File: src/rtl/ofm_tx_arb_pkg.sv
// Shared types and constants for the ofm TX offload arbiter: FSM state encoding and AXIS widths.
// Control (txc) and data (txd) beat structs carry tdata/tkeep/tlast through the muxes.
package ofm_tx_arb_pkg;

  localparam int TXC_W  = 32;
  localparam int TXD_W  = 64;
  localparam int TXC_KW = TXC_W / 8;
  localparam int TXD_KW = TXD_W / 8;

  typedef enum logic [1:0] {
    S_IDLE = 2'h0,
    S_CTRL = 2'h1,
    S_DATA = 2'h2
  } state_t;

  typedef struct packed {
    logic [TXC_W-1:0]  tdata;
    logic [TXC_KW-1:0] tkeep;
    logic              tlast;
  } txc_beat_t;

  typedef struct packed {
    logic [TXD_W-1:0]  tdata;
    logic [TXD_KW-1:0] tkeep;
    logic              tlast;
  } txd_beat_t;

endpackage

File: src/rtl/ofm_rr_arb2.sv
// Two-way grant selection, purely combinational: round-robin against last_grant, or fixed port-0 priority.
// o_grant is only meaningful while o_vld is high; the caller registers it.
module ofm_rr_arb2 #(
  parameter int C_PRIO_MODE = 0
) (
  input  logic [1:0] i_req,
  input  logic       i_last_grant,
  output logic       o_grant,
  output logic       o_vld
);

  assign o_vld = |i_req;

  always_comb begin
    if (C_PRIO_MODE != 0) begin
      o_grant = ~i_req[0];
    end else if (&i_req) begin
      o_grant = ~i_last_grant;
    end else begin
      o_grant = i_req[1];
    end
  end

endmodule

File: src/rtl/ofm_tx_arb.sv
// Shares the ofm TX offload input (txc then txd per frame) between two MM2S channels, one grant per frame.
// Zero-latency combinational forwarding after a one-cycle arbitration bubble; backpressure passes straight to the granted port.
module ofm_tx_arb
  import ofm_tx_arb_pkg::*;
#(
  parameter int C_PRIO_MODE = 0,
  parameter int C_CNT_W     = 16
) (
  input  logic                mm2s_clk,
  input  logic                mm2s_resetn,
  input  logic [TXC_W-1:0]    s0_txc_tdata,
  input  logic [TXC_KW-1:0]   s0_txc_tkeep,
  input  logic                s0_txc_tvalid,
  input  logic                s0_txc_tlast,
  output logic                s0_txc_tready,
  input  logic [TXD_W-1:0]    s0_txd_tdata,
  input  logic [TXD_KW-1:0]   s0_txd_tkeep,
  input  logic                s0_txd_tvalid,
  input  logic                s0_txd_tlast,
  output logic                s0_txd_tready,
  input  logic [TXC_W-1:0]    s1_txc_tdata,
  input  logic [TXC_KW-1:0]   s1_txc_tkeep,
  input  logic                s1_txc_tvalid,
  input  logic                s1_txc_tlast,
  output logic                s1_txc_tready,
  input  logic [TXD_W-1:0]    s1_txd_tdata,
  input  logic [TXD_KW-1:0]   s1_txd_tkeep,
  input  logic                s1_txd_tvalid,
  input  logic                s1_txd_tlast,
  output logic                s1_txd_tready,
  output logic [TXC_W-1:0]    m_txc_tdata,
  output logic [TXC_KW-1:0]   m_txc_tkeep,
  output logic                m_txc_tvalid,
  output logic                m_txc_tlast,
  input  logic                m_txc_tready,
  output logic [TXD_W-1:0]    m_txd_tdata,
  output logic [TXD_KW-1:0]   m_txd_tkeep,
  output logic                m_txd_tvalid,
  output logic                m_txd_tlast,
  input  logic                m_txd_tready,
  output logic [C_CNT_W-1:0]  s0_frame_cnt,
  output logic [C_CNT_W-1:0]  s1_frame_cnt,
  output logic [3:0]          ofm_tx_arb_dbg
);

  state_t             r_state;
  state_t             w_state_nxt;
  logic               r_grant;
  logic               r_last_grant;
  logic [C_CNT_W-1:0] r_cnt0;
  logic [C_CNT_W-1:0] r_cnt1;

  logic      w_arb_grant;
  logic      w_arb_vld;
  logic      w_grant_load;
  logic      w_frame_done;
  logic      w_ctrl;
  logic      w_data;
  logic      w_txc_vld_sel;
  logic      w_txd_vld_sel;
  logic      w_txc_acc;
  logic      w_txd_acc;
  txc_beat_t w_txc_sel;
  txd_beat_t w_txd_sel;

  ofm_rr_arb2 #(
    .C_PRIO_MODE (C_PRIO_MODE)
  ) u_arb (
    .i_req        ({s1_txc_tvalid, s0_txc_tvalid}),
    .i_last_grant (r_last_grant),
    .o_grant      (w_arb_grant),
    .o_vld        (w_arb_vld)
  );

  assign w_ctrl = (r_state == S_CTRL);
  assign w_data = (r_state == S_DATA);

  // Payload follows the grant even on a closed path; only valid/ready are gated by state.
  assign w_txc_sel     = r_grant ? {s1_txc_tdata, s1_txc_tkeep, s1_txc_tlast}
                                 : {s0_txc_tdata, s0_txc_tkeep, s0_txc_tlast};
  assign w_txd_sel     = r_grant ? {s1_txd_tdata, s1_txd_tkeep, s1_txd_tlast}
                                 : {s0_txd_tdata, s0_txd_tkeep, s0_txd_tlast};
  assign w_txc_vld_sel = r_grant ? s1_txc_tvalid : s0_txc_tvalid;
  assign w_txd_vld_sel = r_grant ? s1_txd_tvalid : s0_txd_tvalid;

  assign m_txc_tdata  = w_txc_sel.tdata;
  assign m_txc_tkeep  = w_txc_sel.tkeep;
  assign m_txc_tlast  = w_txc_sel.tlast;
  assign m_txc_tvalid = w_ctrl & w_txc_vld_sel;
  assign m_txd_tdata  = w_txd_sel.tdata;
  assign m_txd_tkeep  = w_txd_sel.tkeep;
  assign m_txd_tlast  = w_txd_sel.tlast;
  assign m_txd_tvalid = w_data & w_txd_vld_sel;

  assign s0_txc_tready = w_ctrl & ~r_grant & m_txc_tready;
  assign s1_txc_tready = w_ctrl &  r_grant & m_txc_tready;
  assign s0_txd_tready = w_data & ~r_grant & m_txd_tready;
  assign s1_txd_tready = w_data &  r_grant & m_txd_tready;

  assign w_txc_acc = m_txc_tvalid & m_txc_tready;
  assign w_txd_acc = m_txd_tvalid & m_txd_tready;

  always_comb begin
    w_state_nxt  = r_state;
    w_grant_load = 1'b0;
    w_frame_done = 1'b0;
    case (r_state)
      S_IDLE: begin
        if (w_arb_vld) begin
          w_state_nxt  = S_CTRL;
          w_grant_load = 1'b1;
        end
      end
      S_CTRL: begin
        if (w_txc_acc && w_txc_sel.tlast) begin
          w_state_nxt = S_DATA;
        end
      end
      S_DATA: begin
        if (w_txd_acc && w_txd_sel.tlast) begin
          w_state_nxt  = S_IDLE;
          w_frame_done = 1'b1;
        end
      end
      default: w_state_nxt = S_IDLE;
    endcase
  end

  always_ff @(posedge mm2s_clk or negedge mm2s_resetn) begin
    if (!mm2s_resetn) begin
      r_state      <= S_IDLE;
      r_grant      <= 1'b0;
      r_last_grant <= 1'b1;
      r_cnt0       <= '0;
      r_cnt1       <= '0;
    end else begin
      r_state <= w_state_nxt;
      if (w_grant_load) begin
        r_grant <= w_arb_grant;
      end
      if (w_frame_done) begin
        r_last_grant <= r_grant;
        if (r_grant) begin
          r_cnt1 <= r_cnt1 + C_CNT_W'(1);
        end else begin
          r_cnt0 <= r_cnt0 + C_CNT_W'(1);
        end
      end
    end
  end

  assign s0_frame_cnt   = r_cnt0;
  assign s1_frame_cnt   = r_cnt1;
  assign ofm_tx_arb_dbg = {r_last_grant, r_grant, r_state};

endmodule
File: config.mk
export PLATFORM = sky130hd
export DESIGN_NAME = ofm_tx_arb
export DESIGN_NICKNAME = d
export VERILOG_FILES = /design/src/rtl/ofm_tx_arb_pkg.sv /design/src/rtl/ofm_rr_arb2.sv /design/src/rtl/ofm_tx_arb.sv
export SDC_FILE = /design/constraint.sdc
export NUM_CORES = 1
export LEC_CHECK = 0
export CAP_MARGIN = 5
export CORE_AREA = 10 10 139 141
export DETAILED_ROUTE_END_ITERATION = 10
export DIE_AREA = 0 0 149 151
export DONT_BUFFER_PORTS = 1
export PLACE_DENSITY = 0.3
export SYNTH_ARGS = -nofsm -noshare
export SYNTH_HDL_FRONTEND = slang
export SYNTH_SLANG_ARGS = --single-unit
File: constraint.sdc
create_clock -name mm2s_clk -period 1.5 [get_ports mm2s_clk]
set_input_delay 0.15 -clock mm2s_clk [delete_from_list [all_inputs] [get_ports mm2s_clk]]
set_output_delay 0.15 -clock mm2s_clk [all_outputs]
set_load 0.02 [all_outputs]
==> qor.csv, run 1 <==
stage,metric,value,unit
power,Power Dens Cells,1790,nW/µm²
power,VDD IR max,0.786,mV
power,switching pwr,3.91,mW
synth,Post-Syn Nets,511,
worst_setup_path,Max stage delay on crit path,0.48,ns
synth,largest area contributor in the netlist,mux2_2,
drt,DR pass1 iterations,4,
clock_network,root buf cell,clkbuf_16,
synth,register bit count reported by yosys,36,
run,Max-Cap Viols,0,
final_layout,final net count,593,
drt,DRC marker count from the first detailed-route iteration,92,
placement,Post-Place Worst Slack,-0.278,ns
synth,Post-Syn Instances,281,
placement,placed cells,543,
worst_setup_path,CP Max Fanout,6,
placement,Placer Congestion,0.910,
outcome,status,"complete, but fails checks",
sta,Setup Skew,0.00502,ns
grt,GRT Util Overall,0.143,
grt,first-pass GRT wire length,23.6,mm
sta,max_slew headroom,0.756,
floorplanning,Horiz. Die Dim,149,µm
worst_hold_path,HP Class,in2reg,
drt,wire per inst,32.9,µm
sta,final setup fails,146,
floorplanning,Die ar.,22500,µm²
worst_setup_path,"Buf+Inv Stages, Crit Path",4,
worst_setup_path,Crit path arrival time,1.68,ns
floorplanning,Initial Utilization,0.184,
final_layout,"most common cell after layout, fill and taps aside",mux2_4,
grt,antenna violations before repair,2,
clock_network,CTS tree,done,
final_layout,fraction of layout cells with a size suffix above 1,0.692,
sta,min cycle time layout,1.83,ns
sta,measured slew at the worst slew-check pin,0.364,ns
synth,"Distinct cells, synth",33,
floorplanning,std cell rows,47,
floorplanning,io pins,380,
drt,Via density,4.69,
clock_network,Worst-Skew Late Latency,0.28,ns
sta,Hold WS,0.0569,ns
power,Clock power frac,0.119,
sta,Achievable Freq,546,MHz
worst_setup_path,required time worst endpoint,1.35,ns
drt,drt total wl,19.3,mm
synth,mean area per synthesized cell,10.8,µm²
power,combinational power share,0.751,
placement,HPWL Detailed,15.2,mm
synth,"Seq/Total Area, Yosys",0.298,
drt,Routed Antenna Nets,0,
sta,Final Hold Viols,0,
drt,vias,2743,
grt,Congestion Overflow GR,0,
power,Leakage Power,2.36,nW
worst_setup_path,"Slowest-stage cell, CP",dfrtp_4,
clock_network,H-Tree Depth,2,
floorplanning,die height,151,µm
grt,vias in the first global route,2871,
clock_network,Clock Pin Slew Worst Setup and Hold Paths,0.05,ns
final_layout,Filler cells,1673,
final_layout,final instance area,4970,µm²
sta,Setup TNS,-32.20,ns
sta,Slew Limit Fails,0,
worst_setup_path,critical path's top delay family,buffers and inverters,
placement,port bufs,0,
synth,ranking of synthesized cells by area,"mux2_2 (42%), dfrtp_1 (29%), xor2_1 (4.6%)",
power,Total Power,8.90,mW
sta,final worst slack,-0.331,ns
clock_network,CTS max path bufs,2,
worst_setup_path,crit path cell chain,buf_4 -> buf_12 -> mux2_4 -> buf_4 -> buf_4,
sta,RSZ-0062 raised after global routing,true,
final_layout,Non-Filler Instances,585,
final_layout,Area Growth Syn to Fin,64.2,%
power,Internal,5.00,mW
synth,post-synth top area share,0.416,
synth,"Warnings, synthesis",0,
worst_setup_path,Worst setup EP type,output port,
placement,DP Area,3720,µm²
worst_setup_path,CP Class,reg2out,
grt,largest net degree at the start of global routing,37,
worst_setup_path,critical path launch point type,flip-flop,
worst_setup_path,Crit path top cell by count,buf_4,
floorplanning,core area,16500,µm²
clock_network,CTS Buf Count,5,
power,sequential share of power,0.129,
final_layout,fin util,0.302,
final_layout,"commonest cells after routing, fill and taps aside","mux2_4 (75), buf_4 (57), mux2_2 (37)",
sta,Tcrit/Tclk final,1.22,
clock_network,CTS sink count,36,
power,Switching Share,0.439,
drt,Remaining DRCs,0,
outcome,failing checks,negative setup slack,
synth,"Cell Area, Synth",3030,µm²
## worst reg2reg max path: stages (launching register included)
cell and delay (ns):
dfrtp_4 0.48, nand3b_1 0.21, buf_4 0.17, or4_4 0.55
nor3_2 0.15, xor2_1 0.16
## sequential cells by signal (all words and copies together) (netlist names)
| name | cells |
|---|---|
| r_state | 2 |
| s1_frame_cnt | 16 |
| r_grant | 1 |
| s0_frame_cnt | 16 |
| r_last_grant | 1 |
## path summary, 6_finish.rpt
kind / startpoint / to / depth (start not counted) / slack [ns]
max: r_grant / m_txc_tlast / 5 / -0.33
min: m_txc_tready / r_state[1] / 2 / 0.06
max reg2reg: r_grant / s0_frame_cnt[10] / 5 / -0.29
min reg2reg: s0_frame_cnt[11] / s0_frame_cnt[11] / 1 / 0.52
max in group asynchronous: mm2s_resetn / r_last_grant / 2 / 0.90
min in group asynchronous: mm2s_resetn / s1_frame_cnt[10] / 2 / 0.34
## cell type report
cell class              count  area (µm²)  share of cell area
multi-input cells         220        2520               0.506
repair buffers             93        1090               0.219
flip-flops and latches     36         912               0.183
well taps                 220         275              0.0553
clock buffers               8         146              0.0294
inverters                   7        28.8             0.00579
diodes                      1        2.50            0.000503
## cell families (layout without fill, tap and decap cells)
logic type               after synthesis  after routing  share of synthesized area
XOR/XNOR                              30             30                     0.0867
adder cells (fa/ha/maj)                2              2                    0.00826
AO/OA/AOI/OAI                          3              3                    0.00785
other                                  0              1                          0
flip-flops                            36             36                      0.298
multiplexers                         114            114                      0.423
buffers and inverters                 25            108                     0.0384
AND/OR/NAND/NOR                       71             71                      0.138
## power groups by stage
stage	combinational [mW]	clock, mW	sequential [mW]
after global routing	6.97	1.14	1.16
after CTS	5.50	1.11	1.16
after global placement	4.28	0	1.17
final	6.69	1.06	1.15
after floorplan	3.51	0	1.21
after detailed placement	4.27	0	1.17
## synthesized netlist by cell type, drive strengths merged
master    n
nand4     8
mux2    112
a311oi    1
mux2i     2
ha        2
nor4bb    1
nand3     6
nor3b     3
nor4      2
and4      1
o21ai     1
and4b     1
or4       2
or2b      1
a32o      1
dfstp     1
nand2    16
nand3b    2
dfrtp    35
buf      16
nor2     15
xor2     16
or3       1
inv       7
xnor2    14
and3      3
nor3      9
clkbuf    2
## per-layer routing
metal,global-route usage,up-vias,part of all wire
met2,0.250,176,0.54
met3,0.0743,12,0.11
li1,-,1177,-
met1,0.152,1376,0.34
met5,0,-,0.00068
met4,0.0231,2,0.010
## timing repair
action	4_1_cts	5_1_grt
endpoints found under the setup margin	149	150
gates cloned	4	12
hold buffers	3	0
buffers inserted	8	8
resized for setup	111	40
pin swaps	16	10
hold endpoints to repair	37	0
No activity file was read; power rests on OpenSTA's default activity.
==> run 2, diff against run 1 <==
Settings changed: CORE_AREA 10 10 139 141 to 5 5 146 148, DIE_AREA 0 0 149 151 to 0 0 151 153.
==> qor.csv, run 2 (synthesis gave the netlist of run 1 again) <==
stage,metric,value,unit
outcome,status,"complete, but fails checks",
outcome,failing checks,negative setup slack,
worst_setup_path,reg2reg path depth,5,
clock_network,Clock Pin Slew Worst Setup and Hold Paths,0.06,ns
floorplanning,Die ar.,23100,µm²
final_layout,fraction of layout cells with a size suffix above 1,0.665,
drt,drt total wl,17.0,mm
final_layout,final net count,581,
run,Max-Cap Viols,0,
final_layout,footprint of the multi-input gates,2450,µm²
power,switching pwr,3.81,mW
floorplanning,Horiz. Die Dim,151,µm
sta,Final Hold Viols,0,
sta,Hold WS,0.0334,ns
worst_setup_path,Reg2Reg Launch Point,r_grant,
final_layout,final instance area,4890,µm²
floorplanning,Initial Utilization,0.152,
power,Internal,5.08,mW
placement,HPWL Detailed,13.4,mm
power,sequential share of power,0.131,
sta,max_slew headroom,0.792,
worst_setup_path,required time worst endpoint,1.71,ns
final_layout,"commonest cells after routing, fill and taps aside","mux2_4 (76), buf_4 (52), mux2_2 (36)",
grt,GRT Util Overall,0.130,
sta,final setup fails,143,
grt,Congestion Overflow GR,0,
sta,measured slew at the worst slew-check pin,0.312,ns
final_layout,Register Area,912,µm²
placement,port bufs,0,
drt,vias,2638,
sta,Slew Limit Fails,0,
grt,largest net degree at the start of global routing,37,
worst_hold_path,Hold Path End,r_state[1],
clock_network,CTS tree,done,
drt,DR pass1 iterations,4,
worst_setup_path,Worst setup EP type,flip-flop,
power,Leakage Power,2.28,nW
sta,min cycle time layout,1.77,ns
grt,vias in the first global route,2769,
final_layout,Area Growth Syn to Fin,61.6,%
final_layout,Filler cells,2130,
grt,first-pass GRT wire length,21.6,mm
clock_network,H-Tree Depth,2,
drt,Remaining DRCs,0,
grt,antenna violations before repair,6,
clock_network,CTS Buf Count,5,
worst_setup_path,CP Class,reg2reg,
drt,Routed Antenna Nets,0,
worst_hold_path,hold_sp,m_txc_tready,
sta,RSZ-0062 raised after global routing,true,
clock_network,root buf cell,clkbuf_16,
worst_hold_path,HP Class,in2reg,
power,Total Power,8.88,mW
placement,Placer Congestion,0.808,
worst_setup_path,critical path launch point type,flip-flop,
worst_setup_path,Critical Path Start,r_grant,
drt,DRC marker count from the first detailed-route iteration,87,
worst_setup_path,Crit path arrival time,1.98,ns
floorplanning,io pins,380,
sta,Setup Skew,0.00627,ns
drt,wire per inst,27.2,µm
sta,Achievable Freq,564,MHz
floorplanning,die height,153,µm
sta,final worst slack,-0.272,ns
clock_network,Worst-Skew Late Latency,0.28,ns
clock_network,CTS sink count,36,
floorplanning,std cell rows,52,
worst_setup_path,reg2reg end,s0_frame_cnt[14],
power,combinational power share,0.733,
final_layout,"most common cell after layout, fill and taps aside",mux2_4,
power,VDD IR max,0.559,mV
floorplanning,core area,19900,µm²
clock_network,CTS max path bufs,2,
worst_hold_path,hold path depth,2,
placement,DP Area,3780,µm²
worst_setup_path,Register-to-Register Setup Slack,-0.27,ns
worst_setup_path,CP Max Fanout,5,
drt,Via density,4.21,
power,Power Dens Cells,1810,nW/µm²
sta,Tcrit/Tclk final,1.18,
power,Clock power frac,0.136,
power,Switching Share,0.428,
-- run 2: through the flow --
| step | utilization | std cells | setup TNS (ns) | worst slack, ns |
|---|---|---|---|---|
| 6_report | 0.246 | 627 | -26.33 | -0.272 |
| 5_1_grt | 0.246 | 627 | -33.46 | -0.334 |
| 4_1_cts | 0.232 | 613 | -25.12 | -0.268 |
| 3_5_place_dp | 0.190 | 590 | -8.80 | -0.257 |
| 3_3_place_gp | 0.190 | 590 | -6.72 | -0.237 |
| 2_1_floorplan | - | 281 | -2.81 | -0.225 |
-- run 2: worst max-delay path: stages (launching register included) --
cell	delay (ns)
dfrtp_4	0.51
nand3b_1	0.20
buf_4	0.15
or4_4	0.54
nor3_2	0.15
xor2_1	0.15
-- run 2: how the worst max path moves through the flow --
stage / to / slack [ns] / cells after the start
2_1_floorplan: s0_frame_cnt[10] / -0.22 / 5
3_3_place_gp: s0_frame_cnt[15] / -0.24 / 5
3_5_place_dp: s0_frame_cnt[8] / -0.26 / 5
4_1_cts: s0_frame_cnt[10] / -0.27 / 5
5_1_grt: s0_frame_cnt[14] / -0.33 / 5
6_report: s0_frame_cnt[14] / -0.27 / 5
-- run 2: area by class of cell --
| class | count | area share |
|---|---|---|
| clock buffers | 5 | 0.0256 |
| flip-flops and latches | 36 | 0.186 |
| repair buffers | 81 | 0.203 |
| diodes | 5 | 0.00256 |
| inverters | 7 | 0.00537 |
| clock inverters | 3 | 0.00869 |
| multi-input cells | 220 | 0.500 |
| well taps | 270 | 0.0690 |
-- run 2: repair_timing --
item,4_1_cts,5_1_grt
cloned,8,5
pin swaps,6,11
hold buffers,2,0
setup endpoints to repair,141,148
hold endpoints to repair,36,0
buffers inserted,5,6
gates resized for setup,95,34
-- run 2: layer usage --
layer,vias up,GRT usage,wire length [µm]
li1,1162,-,-
met1,1306,0.142,6290
met2,158,0.234,9030
met3,12,0.0379,1510
met4,0,0.0492,214
met5,-,0,0
-- run 2: power groups by stage --
stage | logic (mW) | registers, mW | clock network (mW)
final | 6.51 | 1.16 | 1.21
after global placement | 4.22 | 1.16 | 0
after detailed placement | 4.22 | 1.16 | 0
after CTS | 6.02 | 1.15 | 1.25
after global routing | 6.76 | 1.17 | 1.29
after floorplan | 3.51 | 1.21 | 0
